$ cat config.mk
export PLATFORM = sky130hd
export DESIGN_NAME = mem_sa_ctrl_flat
export DESIGN_NICKNAME = d
export VERILOG_FILES = /design/src/rtl/mem_sa_ctrl_if.sv /design/src/rtl/mem_sa_ctrl.sv /design/src/flat_wrapper.sv
export SDC_FILE = /design/constraint.sdc
export NUM_CORES = 1
export LEC_CHECK = 0
export CAP_MARGIN = 20
export CORE_AREA = 2 2 141 143
export CTS_BUF_LIST = sky130_fd_sc_hd__clkbuf_8
export CTS_CLUSTER_DIAMETER = 100
export DETAILED_ROUTE_END_ITERATION = 16
export DIE_AREA = 0 0 143 145
export PLACE_DENSITY = 0.53
export RECOVER_POWER = 100
export SYNTH_ARGS = -nofsm -noshare
export SYNTH_HDL_FRONTEND = slang
export SYNTH_SLANG_ARGS = --single-unit
$ cat constraint.sdc
create_clock -name clk -period 4.5 [get_ports clk]
set_input_delay 0.675 -clock clk [delete_from_list [all_inputs] [get_ports clk]]
set_output_delay 0.675 -clock clk [all_outputs]
set_load 0.02 [all_outputs]
$ cat src/rtl/mem_sa_ctrl_if.sv
// Interface between the systolic-array memory controller and its environment:
// job control, single-port BRAM port, weight/activation feed and result return.
interface mem_sa_ctrl_if #(
    parameter int unsigned ROWS      = 4,
    parameter int unsigned COLS      = 4,
    parameter int unsigned WORD_SIZE = 16
);
    localparam int unsigned PW = COLS * WORD_SIZE;
    localparam int unsigned RW = (ROWS > 1) ? $clog2(ROWS) : 1;

    logic          start;
    logic          busy;
    logic          done;
    logic [31:0]   mem_addr;
    logic          mem_we;
    logic [PW-1:0] mem_di;
    logic [PW-1:0] mem_dout;
    logic          w_valid;
    logic [RW-1:0] w_row;
    logic [PW-1:0] w_data;
    logic          a_valid;
    logic [PW-1:0] a_data;
    logic          res_valid;
    logic [PW-1:0] res_data;
    logic          res_ready;

    // Controller side.
    modport master (
        input  start, mem_dout, res_valid, res_data,
        output busy, done, mem_addr, mem_we, mem_di,
        output w_valid, w_row, w_data, a_valid, a_data, res_ready
    );

    // Environment side (BRAM, systolic array, job issuer).
    modport slave (
        output start, mem_dout, res_valid, res_data,
        input  busy, done, mem_addr, mem_we, mem_di,
        input  w_valid, w_row, w_data, a_valid, a_data, res_ready
    );
endinterface

$ cat src/rtl/mem_sa_ctrl.sv
// Sequencer for one systolic-array matrix job: reads ROWS weight lines, streams
// ROWS+COLS-1 staggered activation lines, then writes ROWS result lines back.
module mem_sa_ctrl #(
    parameter int unsigned ROWS      = 4,
    parameter int unsigned COLS      = 4,
    parameter int unsigned WORD_SIZE = 16,
    parameter int unsigned W_BASE    = 0,
    parameter int unsigned A_BASE    = 4,
    parameter int unsigned O_BASE    = 11
) (
    input logic            clk,
    input logic            rst,
    mem_sa_ctrl_if.master  bus
);
    localparam int unsigned PW = COLS * WORD_SIZE;
    localparam int unsigned NA = ROWS + COLS - 1;
    localparam int unsigned CW = $clog2(NA + 1);
    localparam int unsigned RW = (ROWS > 1) ? $clog2(ROWS) : 1;

    typedef enum logic [2:0] {
        StIdle,
        StLoadW,
        StStream,
        StWaitRes,
        StDone
    } state_e;

    state_e        state_q, state_d;
    logic [CW-1:0] cnt_q, cnt_d;
    logic          w_valid_q;
    logic [RW-1:0] w_row_q;
    logic          a_valid_q;

    logic [31:0]   mem_addr;
    logic          mem_we;
    logic [PW-1:0] mem_di;
    logic          res_ready;

    // Next state, shared step counter and the combinational BRAM port.
    always_comb begin
        state_d   = state_q;
        cnt_d     = cnt_q;
        mem_addr  = '0;
        mem_we    = 1'b0;
        mem_di    = '0;
        res_ready = 1'b0;
        unique case (state_q)
            StIdle: begin
                if (bus.start) begin
                    state_d = StLoadW;
                    cnt_d   = '0;
                end
            end
            StLoadW: begin
                mem_addr = 32'(W_BASE) + 32'(cnt_q);
                if (cnt_q == CW'(ROWS - 1)) begin
                    state_d = StStream;
                    cnt_d   = '0;
                end else begin
                    cnt_d = cnt_q + 1'b1;
                end
            end
            StStream: begin
                mem_addr = 32'(A_BASE) + 32'(cnt_q);
                if (cnt_q == CW'(NA - 1)) begin
                    state_d = StWaitRes;
                    cnt_d   = '0;
                end else begin
                    cnt_d = cnt_q + 1'b1;
                end
            end
            StWaitRes: begin
                res_ready = 1'b1;
                mem_addr  = 32'(O_BASE) + 32'(cnt_q);
                // A result is accepted and written in the same cycle.
                if (bus.res_valid) begin
                    mem_we = 1'b1;
                    mem_di = bus.res_data;
                    if (cnt_q == CW'(ROWS - 1)) begin
                        state_d = StDone;
                        cnt_d   = '0;
                    end else begin
                        cnt_d = cnt_q + 1'b1;
                    end
                end
            end
            StDone: begin
                state_d = StIdle;
                cnt_d   = '0;
            end
            default: begin
                state_d = StIdle;
                cnt_d   = '0;
            end
        endcase
    end

    // State register plus the valids that track last cycle's BRAM reads.
    always_ff @(posedge clk) begin
        if (rst) begin
            state_q   <= StIdle;
            cnt_q     <= '0;
            w_valid_q <= 1'b0;
            w_row_q   <= '0;
            a_valid_q <= 1'b0;
        end else begin
            state_q   <= state_d;
            cnt_q     <= cnt_d;
            w_valid_q <= (state_q == StLoadW);
            w_row_q   <= (state_q == StLoadW) ? RW'(cnt_q) : '0;
            a_valid_q <= (state_q == StStream);
        end
    end

    assign bus.busy      = (state_q != StIdle);
    assign bus.done      = (state_q == StDone);
    assign bus.mem_addr  = mem_addr;
    assign bus.mem_we    = mem_we;
    assign bus.mem_di    = mem_di;
    assign bus.res_ready = res_ready;
    assign bus.w_valid   = w_valid_q;
    assign bus.w_row     = w_row_q;
    assign bus.w_data    = bus.mem_dout;
    assign bus.a_valid   = a_valid_q;
    assign bus.a_data    = bus.mem_dout;

endmodule

$ cat src/flat_wrapper.sv
// flat-port wrapper written by rule: the top's interface ports become plain ports
module mem_sa_ctrl_flat 
#(
    parameter int unsigned ROWS      = 4,
    parameter int unsigned COLS      = 4,
    parameter int unsigned WORD_SIZE = 16,
    parameter int unsigned W_BASE    = 0,
    parameter int unsigned A_BASE    = 4,
    parameter int unsigned O_BASE    = 11
)
  (clk, rst, bus_start, bus_mem_dout, bus_res_valid, bus_res_data, bus_busy, bus_done, bus_mem_addr, bus_mem_we, bus_mem_di, bus_w_valid, bus_w_row, bus_w_data, bus_a_valid, bus_a_data, bus_res_ready);
  mem_sa_ctrl_if #(.ROWS(ROWS), .COLS(COLS), .WORD_SIZE(WORD_SIZE)) bus_i ();
  input logic clk;
  input logic rst;
  input wire logic [$bits(bus_i.start)-1:0] bus_start;
  input wire logic [$bits(bus_i.mem_dout)-1:0] bus_mem_dout;
  input wire logic [$bits(bus_i.res_valid)-1:0] bus_res_valid;
  input wire logic [$bits(bus_i.res_data)-1:0] bus_res_data;
  output wire logic [$bits(bus_i.busy)-1:0] bus_busy;
  output wire logic [$bits(bus_i.done)-1:0] bus_done;
  output wire logic [$bits(bus_i.mem_addr)-1:0] bus_mem_addr;
  output wire logic [$bits(bus_i.mem_we)-1:0] bus_mem_we;
  output wire logic [$bits(bus_i.mem_di)-1:0] bus_mem_di;
  output wire logic [$bits(bus_i.w_valid)-1:0] bus_w_valid;
  output wire logic [$bits(bus_i.w_row)-1:0] bus_w_row;
  output wire logic [$bits(bus_i.w_data)-1:0] bus_w_data;
  output wire logic [$bits(bus_i.a_valid)-1:0] bus_a_valid;
  output wire logic [$bits(bus_i.a_data)-1:0] bus_a_data;
  output wire logic [$bits(bus_i.res_ready)-1:0] bus_res_ready;
  assign bus_i.start = bus_start;
  assign bus_i.mem_dout = bus_mem_dout;
  assign bus_i.res_valid = bus_res_valid;
  assign bus_i.res_data = bus_res_data;
  assign bus_busy = bus_i.busy;
  assign bus_done = bus_i.done;
  assign bus_mem_addr = bus_i.mem_addr;
  assign bus_mem_we = bus_i.mem_we;
  assign bus_mem_di = bus_i.mem_di;
  assign bus_w_valid = bus_i.w_valid;
  assign bus_w_row = bus_i.w_row;
  assign bus_w_data = bus_i.w_data;
  assign bus_a_valid = bus_i.a_valid;
  assign bus_a_data = bus_i.a_data;
  assign bus_res_ready = bus_i.res_ready;
  mem_sa_ctrl #(.ROWS(ROWS), .COLS(COLS), .WORD_SIZE(WORD_SIZE), .W_BASE(W_BASE), .A_BASE(A_BASE), .O_BASE(O_BASE)) u_core (.clk(clk), .rst(rst), .bus(bus_i));
endmodule
==> results.md <==
- In this run, post-CTS repair resized a total of 0 instances.
- The most common cell after layout, fill and taps aside is sky130_fd_sc_hd__dlygate4sd3_1.
- The die covers 0.0207 mm2.
- The H-tree level count is 1.
- In this run, distinct cell masters in the synthesized netlist total 32.
- The total CTS buffers is 3.
- The data required time at the worst endpoint is 3.83 ns.
- The count of clock tree sinks is 10.
- Before antenna repair, the detailed router went through 4 iterations.
- The number of setup violations in the final report is 0.
- Clock-pin slew was measured on the worst setup and hold paths at 0.05 ns.
- The violation count after the first detailed-routing iteration is 42.
- Headroom to the max-slew limit came out at 56.9%.
- In this run the worst hold path is classified as register to register.
- The peak supply drop is 0.0585 mV.
- In this run the post-CTS setup repair buffer count came out at 0.
- The multi-input logic area is 913 um2.
- The depth of the worst register-to-register path is 5.
- The critical path crosses 5 cells after its start point.
- The total wire length after detailed routing is 7130 um.
- Synthesis produced a netlist whose cell count is 313.
- Global routing used 6.10% of the available tracks.
- Sorting the synthesized cells by area gives the leading types as sky130_fd_sc_hd__buf_4 51%, sky130_fd_sc_hd__and2_1 18%, sky130_fd_sc_hd__dfxtp_1 8.7%.
- The total overflow left after global routing is 0.
- The final RePlAce weighted congestion is 0.694.
- Pin placement for this block handled 364 I/O pins.
- The hold buffer count at CTS is 0.
- The die is 145 um tall.
- For this run, the register share of the synthesized area comes to 8.65%.
- The critical path arrival is 3.16 ns.
- Summed over all nets, the switching power comes to 72.8 uW.
- The placed instance area is 0.00293 mm2.
- The count of cells along the worst hold path is 1.
- The clock passes through at most 2 buffers.
- The final-report max-slew violation count is 0.
- After detailed routing, the average wire length per cell comes to 12.2 um.
- The largest single stage delay on the critical path is 0.69 ns.
- Compared with the post-synthesis result, the final layout area differs by 28.8%.
- The worst-margin pin slew is 0.646 ns.
- The worst path uses 85.2% of the clock period.
- The clock network latency to the later pin of the worst-skew pair is 0.23 ns.
- The routed layout has 1,773 vias.
- The run finished with clean final reports.
- After routing, the total negative slack on setup checks comes to 0 ns.
- The total DRC errors in the routed layout is 0.
- The peak fanout along the critical path is 40.
- The worst reg-to-reg setup slack is 2.77 ns.
- The post-route netlist has 2.18% of its cells at a drive strength greater than 1.
- The cell-internal power is 225 uW.
- Summed over all cells, the static leakage comes to 1.39 nW.
- The nature of the critical path endpoint is an output pin.
- The number of standard-cell rows in the floorplan is 51.
- A synthesized cell averages 7.39 um2.
- Together, buffers and inverters on the worst path number 2.
- The largest net degree at the start of global routing is 41.
- Cells fill 15.5% of the core in the end.
- Across the whole layout, storage elements account for 200 um2.
- The cell family contributing the most delay on the critical path is buffers and inverters.
- The via count normalized by instance count is 3.03.
- The tree is rooted in a sky130_fd_sc_hd__clkbuf_8.
- At the end of the flow, the number of nets in the layout was 461.
- The number of endpoints with negative hold slack in the final report came to 0.
- The area of the mapped netlist is 0.00231 mm2.
- The total of max-cap violations is 0.
- The wire-length estimate of the detail-placed layout is 6010 um.
- The TritonCTS clock tree is built.
- The first-pass GRT wire length is 9730 um.
- Power spread over the standard cell area amounts to 99.8 mW/mm2.
- With fillers left out, the area of the finished cells amounts to 0.00298 mm2.
- In this run switching power makes up 24.5% of total power.
- The count of port buffers added during placement is 144.
- The highest attainable clock frequency is 0.261 GHz.
- The number of inserted diodes is 0.
- The number of flip-flops and latches in the synthesized netlist is 10.
- The critical path class is register to output pin.
- Setup repair after global routing left no endpoint under its margin.
- The final setup skew is 0.00107 ns.
- After synthesis, the largest area contributor takes up 50.9% of total cell area.
- The warning count from the yosys run is 0.
- The number of global-route vias before repair is 1,652.
- The initial cell density of the core is 12.0%.
- The library cells used most frequently in the layout, excluding fill and tap cells, are 76 x sky130_fd_sc_hd__dlygate4sd3_1, 68 x sky130_fd_sc_hd__clkdlybuf4s50_1, 64 x sky130_fd_sc_hd__and2_1, 27 x sky130_fd_sc_hd__conb_1, 12 x sky130_fd_sc_hd__nor2_1.
- Combinational cells account for 31.7% of the total power.
- The total area inside the core boundary comes to 0.0192 mm2.
- Sequential cells account for 31.8% of the total power.
- The post-placement cell count is 582.
- The kind of start point of the critical path is a register.
- The number of antenna violations at the first check in global routing is 0.
- For this run, the number of standard cells in the final layout without fillers is 586.
- Counting the fill cells in the layout gives 2,181.
- The cell at the slowest stage of the critical path is sky130_fd_sc_hd__dlygate4sd3_1.
- The die is 143 um wide.
- The remaining number of nets flagged by the antenna check after routing is 0.
- The time the final worst path needs with I/O delays and setup is 3.83 ns.
- In this run, the clock network consumes 36.4% of the power.
- The critical path goes through and2b_1 -> and3_2 -> clkbuf_2 -> and2_1 -> dlygate4sd3_1.
- The synthesized design spends more area on one cell type than any other, namely sky130_fd_sc_hd__buf_4.
==> sequential cells by signal, indices dropped and copies added (netlist names) <==
signal / count
u_core.cnt_q: 3
u_core.bus.w_row: 2
u_core.state_q: 3
u_core.bus.w_valid: 1
u_core.bus.a_valid: 1
==> per-stage QoR <==
stage               hold WS (ns)  power (mW)  setup WS (ns)
finish                     0.604       0.297          0.666
global route               0.633       0.314          0.391
CTS                        0.604       0.303          0.830
detailed placement         0.597       0.192          0.873
global placement           0.599       0.192          0.883
floorplan                  0.524       0.313           2.42
==> layer usage <==
layer	up-vias	share of wire [%]	track usage, %
li1	804	-	-
met1	741	36	6.46
met2	207	40	8.49
met3	21	20	5.38
met4	0	3.5	2.52
met5	-	0	0
==> cell usage after synthesis <==
cell                        instances
sky130_fd_sc_hd__mux2i_1            1
sky130_fd_sc_hd__nand2_1            5
sky130_fd_sc_hd__buf_6              5
sky130_fd_sc_hd__a21oi_1            7
sky130_fd_sc_hd__o21ai_0            2
sky130_fd_sc_hd__inv_1              9
sky130_fd_sc_hd__a32oi_1            1
sky130_fd_sc_hd__a2111oi_2          1
sky130_fd_sc_hd__or3_1              2
sky130_fd_sc_hd__dfxtp_1           10
sky130_fd_sc_hd__and2_1            66
sky130_fd_sc_hd__nand3_1            1
sky130_fd_sc_hd__nor3_1             4
sky130_fd_sc_hd__buf_2              4
sky130_fd_sc_hd__nor4_1             1
sky130_fd_sc_hd__a32o_1             1
sky130_fd_sc_hd__nor2b_1            1
sky130_fd_sc_hd__conb_1             1
sky130_fd_sc_hd__nor4b_1            1
sky130_fd_sc_hd__nor2_1            12
sky130_fd_sc_hd__a21oi_2            1
sky130_fd_sc_hd__nand3b_1           1
sky130_fd_sc_hd__a22o_1             3
sky130_fd_sc_hd__and2b_1            2
sky130_fd_sc_hd__clkbuf_1           1
sky130_fd_sc_hd__nor3b_1            1
sky130_fd_sc_hd__buf_4            157
sky130_fd_sc_hd__xor2_1             1
sky130_fd_sc_hd__o211ai_1           1
sky130_fd_sc_hd__o2111a_1           1
sky130_fd_sc_hd__ha_1               7
sky130_fd_sc_hd__and3_1             2
==> cells by family (layout without fill, tap and decap cells) <==
logic type,Yosys count,after routing,share of synthesized area [%]
AOI/OAI and AO/OA,18,18,5.73
other,1,27,0.162
adders and majority gates,7,7,3.79
buffers and inverters,176,158,55.9
and+or+nand+nor,99,99,25.0
muxes,1,1,0.433
DFF,10,10,8.65
xor gates and xnor gates,1,1,0.379
==> power groups by stage <==
stage	Clock [mW]	Combinational (mW)	Sequential, mW
floorplan	0	0.218	0.0945
global placement	0	0.0952	0.0964
detailed placement	0	0.0953	0.0964
CTS	0.113	0.0957	0.0947
global route	0.118	0.101	0.0948
finish	0.108	0.0944	0.0946
==> layout make-up <==
class,count,share of cell area [%]
timing repair buffer,145,48.5
multi-input combinational,153,30.6
tap,265,11.1
sequential,10,6.72
clock buffer,4,1.85
inverter,9,1.13
==> final timing paths <==
| check | startpoint | end |
|---|---|---|
| min reg2reg | u_core.cnt_q[1] | u_core.bus.w_row[1] |
| min | u_core.cnt_q[1] | u_core.bus.w_row[1] |
| max | u_core.state_q[0] | bus_mem_di[17] |
| max reg2reg | u_core.cnt_q[0] | u_core.state_q[2] |
Power figures use the tool's default switching activity.
==> variant, RTL diff (config.mk and constraints unchanged) <==
Encoding of `state_e`: now one-hot (5 bits for 5 states).
--- a/src/rtl/mem_sa_ctrl.sv
+++ b/src/rtl/mem_sa_ctrl.sv
@@ -18,10 +18,10 @@
     localparam int unsigned RW = (ROWS > 1) ? $clog2(ROWS) : 1;
 
-    typedef enum logic [2:0] {
-        StIdle,
-        StLoadW,
-        StStream,
-        StWaitRes,
-        StDone
+    typedef enum logic [4:0] {
+        StIdle    = 5'b00001,
+        StLoadW   = 5'b00010,
+        StStream  = 5'b00100,
+        StWaitRes = 5'b01000,
+        StDone    = 5'b10000
     } state_e;
 
Behaviour: no difference found for any inputs over 10 cycles, from zero or initial values and one cycle with rst high; not proved beyond that.
==> variant against the unedited design <==
  * Utilization rose by 0.38 points
  * Routed wire length up 11%
  * Critical path depth did not move
  * Area after synthesis grew 4.5%
  * Worst hold slack worse by 0.058 ns
  * Clock skew grew 0.00083 ns
  * Sequential cell count increased by 2
  * Worst setup slack worse by 0.086 ns
  * Design area rose by 2.4%
  * Via count is 8.0% higher
  * Highest routed layer unchanged
Power is not compared: it rests on default switching activity, and its combinational part moved more than twofold at a synthesized area within 25%.
==> variant: results (changes against the unedited design) <==
- Routed vias/inst: 3.23 (+6.9%)
- RR Startpoint: u_core.state_q[2]
- Seq/Total Area, Yosys: 0.0994 (+0.0128)
- Reg2reg end: u_core.state_q[3]
- Vias in the first global route: 1788 (+8.2%)
- Ratio of cells with drive above 1 in the final layout: 0.0275 (+0.00572)
- I/O Buffers: 144 (unchanged)
- Worst slew pin tran: 0.910 ns (+0.264 ns)
- DRT iter0 DRCs: 150 (+260%)
- Hold Path End: u_core.cnt_q[1]
- Reg-to-reg slack, setup: 2.43 ns (-0.34 ns)
- First-pass GRT wire length: 10800 um (+11%)
- Clock Skew: 0.00190 ns (+0.000834 ns)
- Arrival @ worst endpoint: 3.24 ns (+0.08 ns)
- R2r worst-path depth: 4 (-1)
- Number of fillers in the final layout: 2169 (-0.55%)
- Routability-driven placement congestion ratio: 0.741 (+6.7%)
- Post-synthesis cell type count: 38 (+19%)
- Mean routed wirelength per cell: 13.4 um (+9.7%)
- Status: finished, final reports clean
- Leakage: 1.59 nW
- Min Hold Slack: 0.546 ns (-0.0580 ns)
- Crit path max fanout: 68 (+70%)
- WHS Path Cells: 2 (+1)
- Ys async rst share: 0 (unchanged)
- Total track usage: 0.0671 (+0.00617)
- DP HPWL: 6440 um (+7.2%)
- Net count, final: 468 (+1.5%)
- Top cells by area, synth: buf_4 48%, and3_1 17%, dfxtp_1 9.9%, ha_1 3.6%, clkbuf_1 1.6%
==> variant: how the worst max path moves through the flow <==
stage                      startpoint         endpoint  slack (ns)  cells past startpoint
global route        u_core.state_q[2]   bus_mem_di[53]        0.39                      5
detailed placement  u_core.state_q[2]   bus_mem_di[53]        1.01                      5
finish              u_core.state_q[2]   bus_mem_di[53]        0.58                      5
floorplan           u_core.state_q[4]  bus_mem_addr[3]        2.04                      8
CTS                 u_core.state_q[2]   bus_mem_di[53]        0.74                      5
global placement    u_core.state_q[2]   bus_mem_di[53]        1.08                      5
==> variant: through the flow <==
stage                     instance area [sq um]  worst slack [ns]  utilization  std cells
after floorplan                            2510              2.04            -        354
final                                      3050             0.581        0.159        592
after global placement                     3020              1.08        0.157        589
after CTS                                  3060             0.744        0.159        592
after global routing                       3050             0.386        0.159        592
after detailed placement                   3020              1.01        0.157        589
==> variant: logic make-up (layout without fill, tap and decap cells) <==
| logic type | after synthesis | in the layout | share of synthesized area |
|---|---|---|---|
| buffers and inverters | 180 | 153 | 0.533 |
| flip-flops | 12 | 12 | 0.0994 |
| multiplexers | 3 | 3 | 0.0135 |
| AO/OA/AOI/OAI | 17 | 17 | 0.0461 |
| other | 1 | 27 | 0.00155 |
| adder cells (fa/ha/maj) | 7 | 7 | 0.0362 |
| XOR/XNOR | 2 | 2 | 0.00725 |
| AND/OR/NAND/NOR | 106 | 106 | 0.263 |
==> variant: final cells by class <==
cell class,instances,area share
Timing Repair Buffer,144,0.470
Multi-Input combinational cell,162,0.321
Tap cell,265,0.109
Sequential cell,12,0.0787
Clock buffer,3,0.0135
Inverter,6,0.00738
==> variant: power by group <==
part	internal [mW]	leakage, nW	switching [mW]
Sequential	0.120	0.0974	0.0275
Combinational	0.109	1.47	0.117
Clock	0.0589	0.0216	0.0381
Total	0.288	1.59	0.182
==> variant: worst max-delay path, cell delays in order, from the launching register on <==
cell and delay, ns:
dfxtp_1 0.40, or3_1 0.52, or3b_4 0.44, inv_2 0.63, and3_1 0.27, dlygate4sd3_1 0.71
==> variant: metal layers <==
layer,share of wire,global-route usage
met5,0,0
met4,0.064,0.0460
met1,0.30,0.0594
met2,0.45,0.110
met3,0.18,0.0432
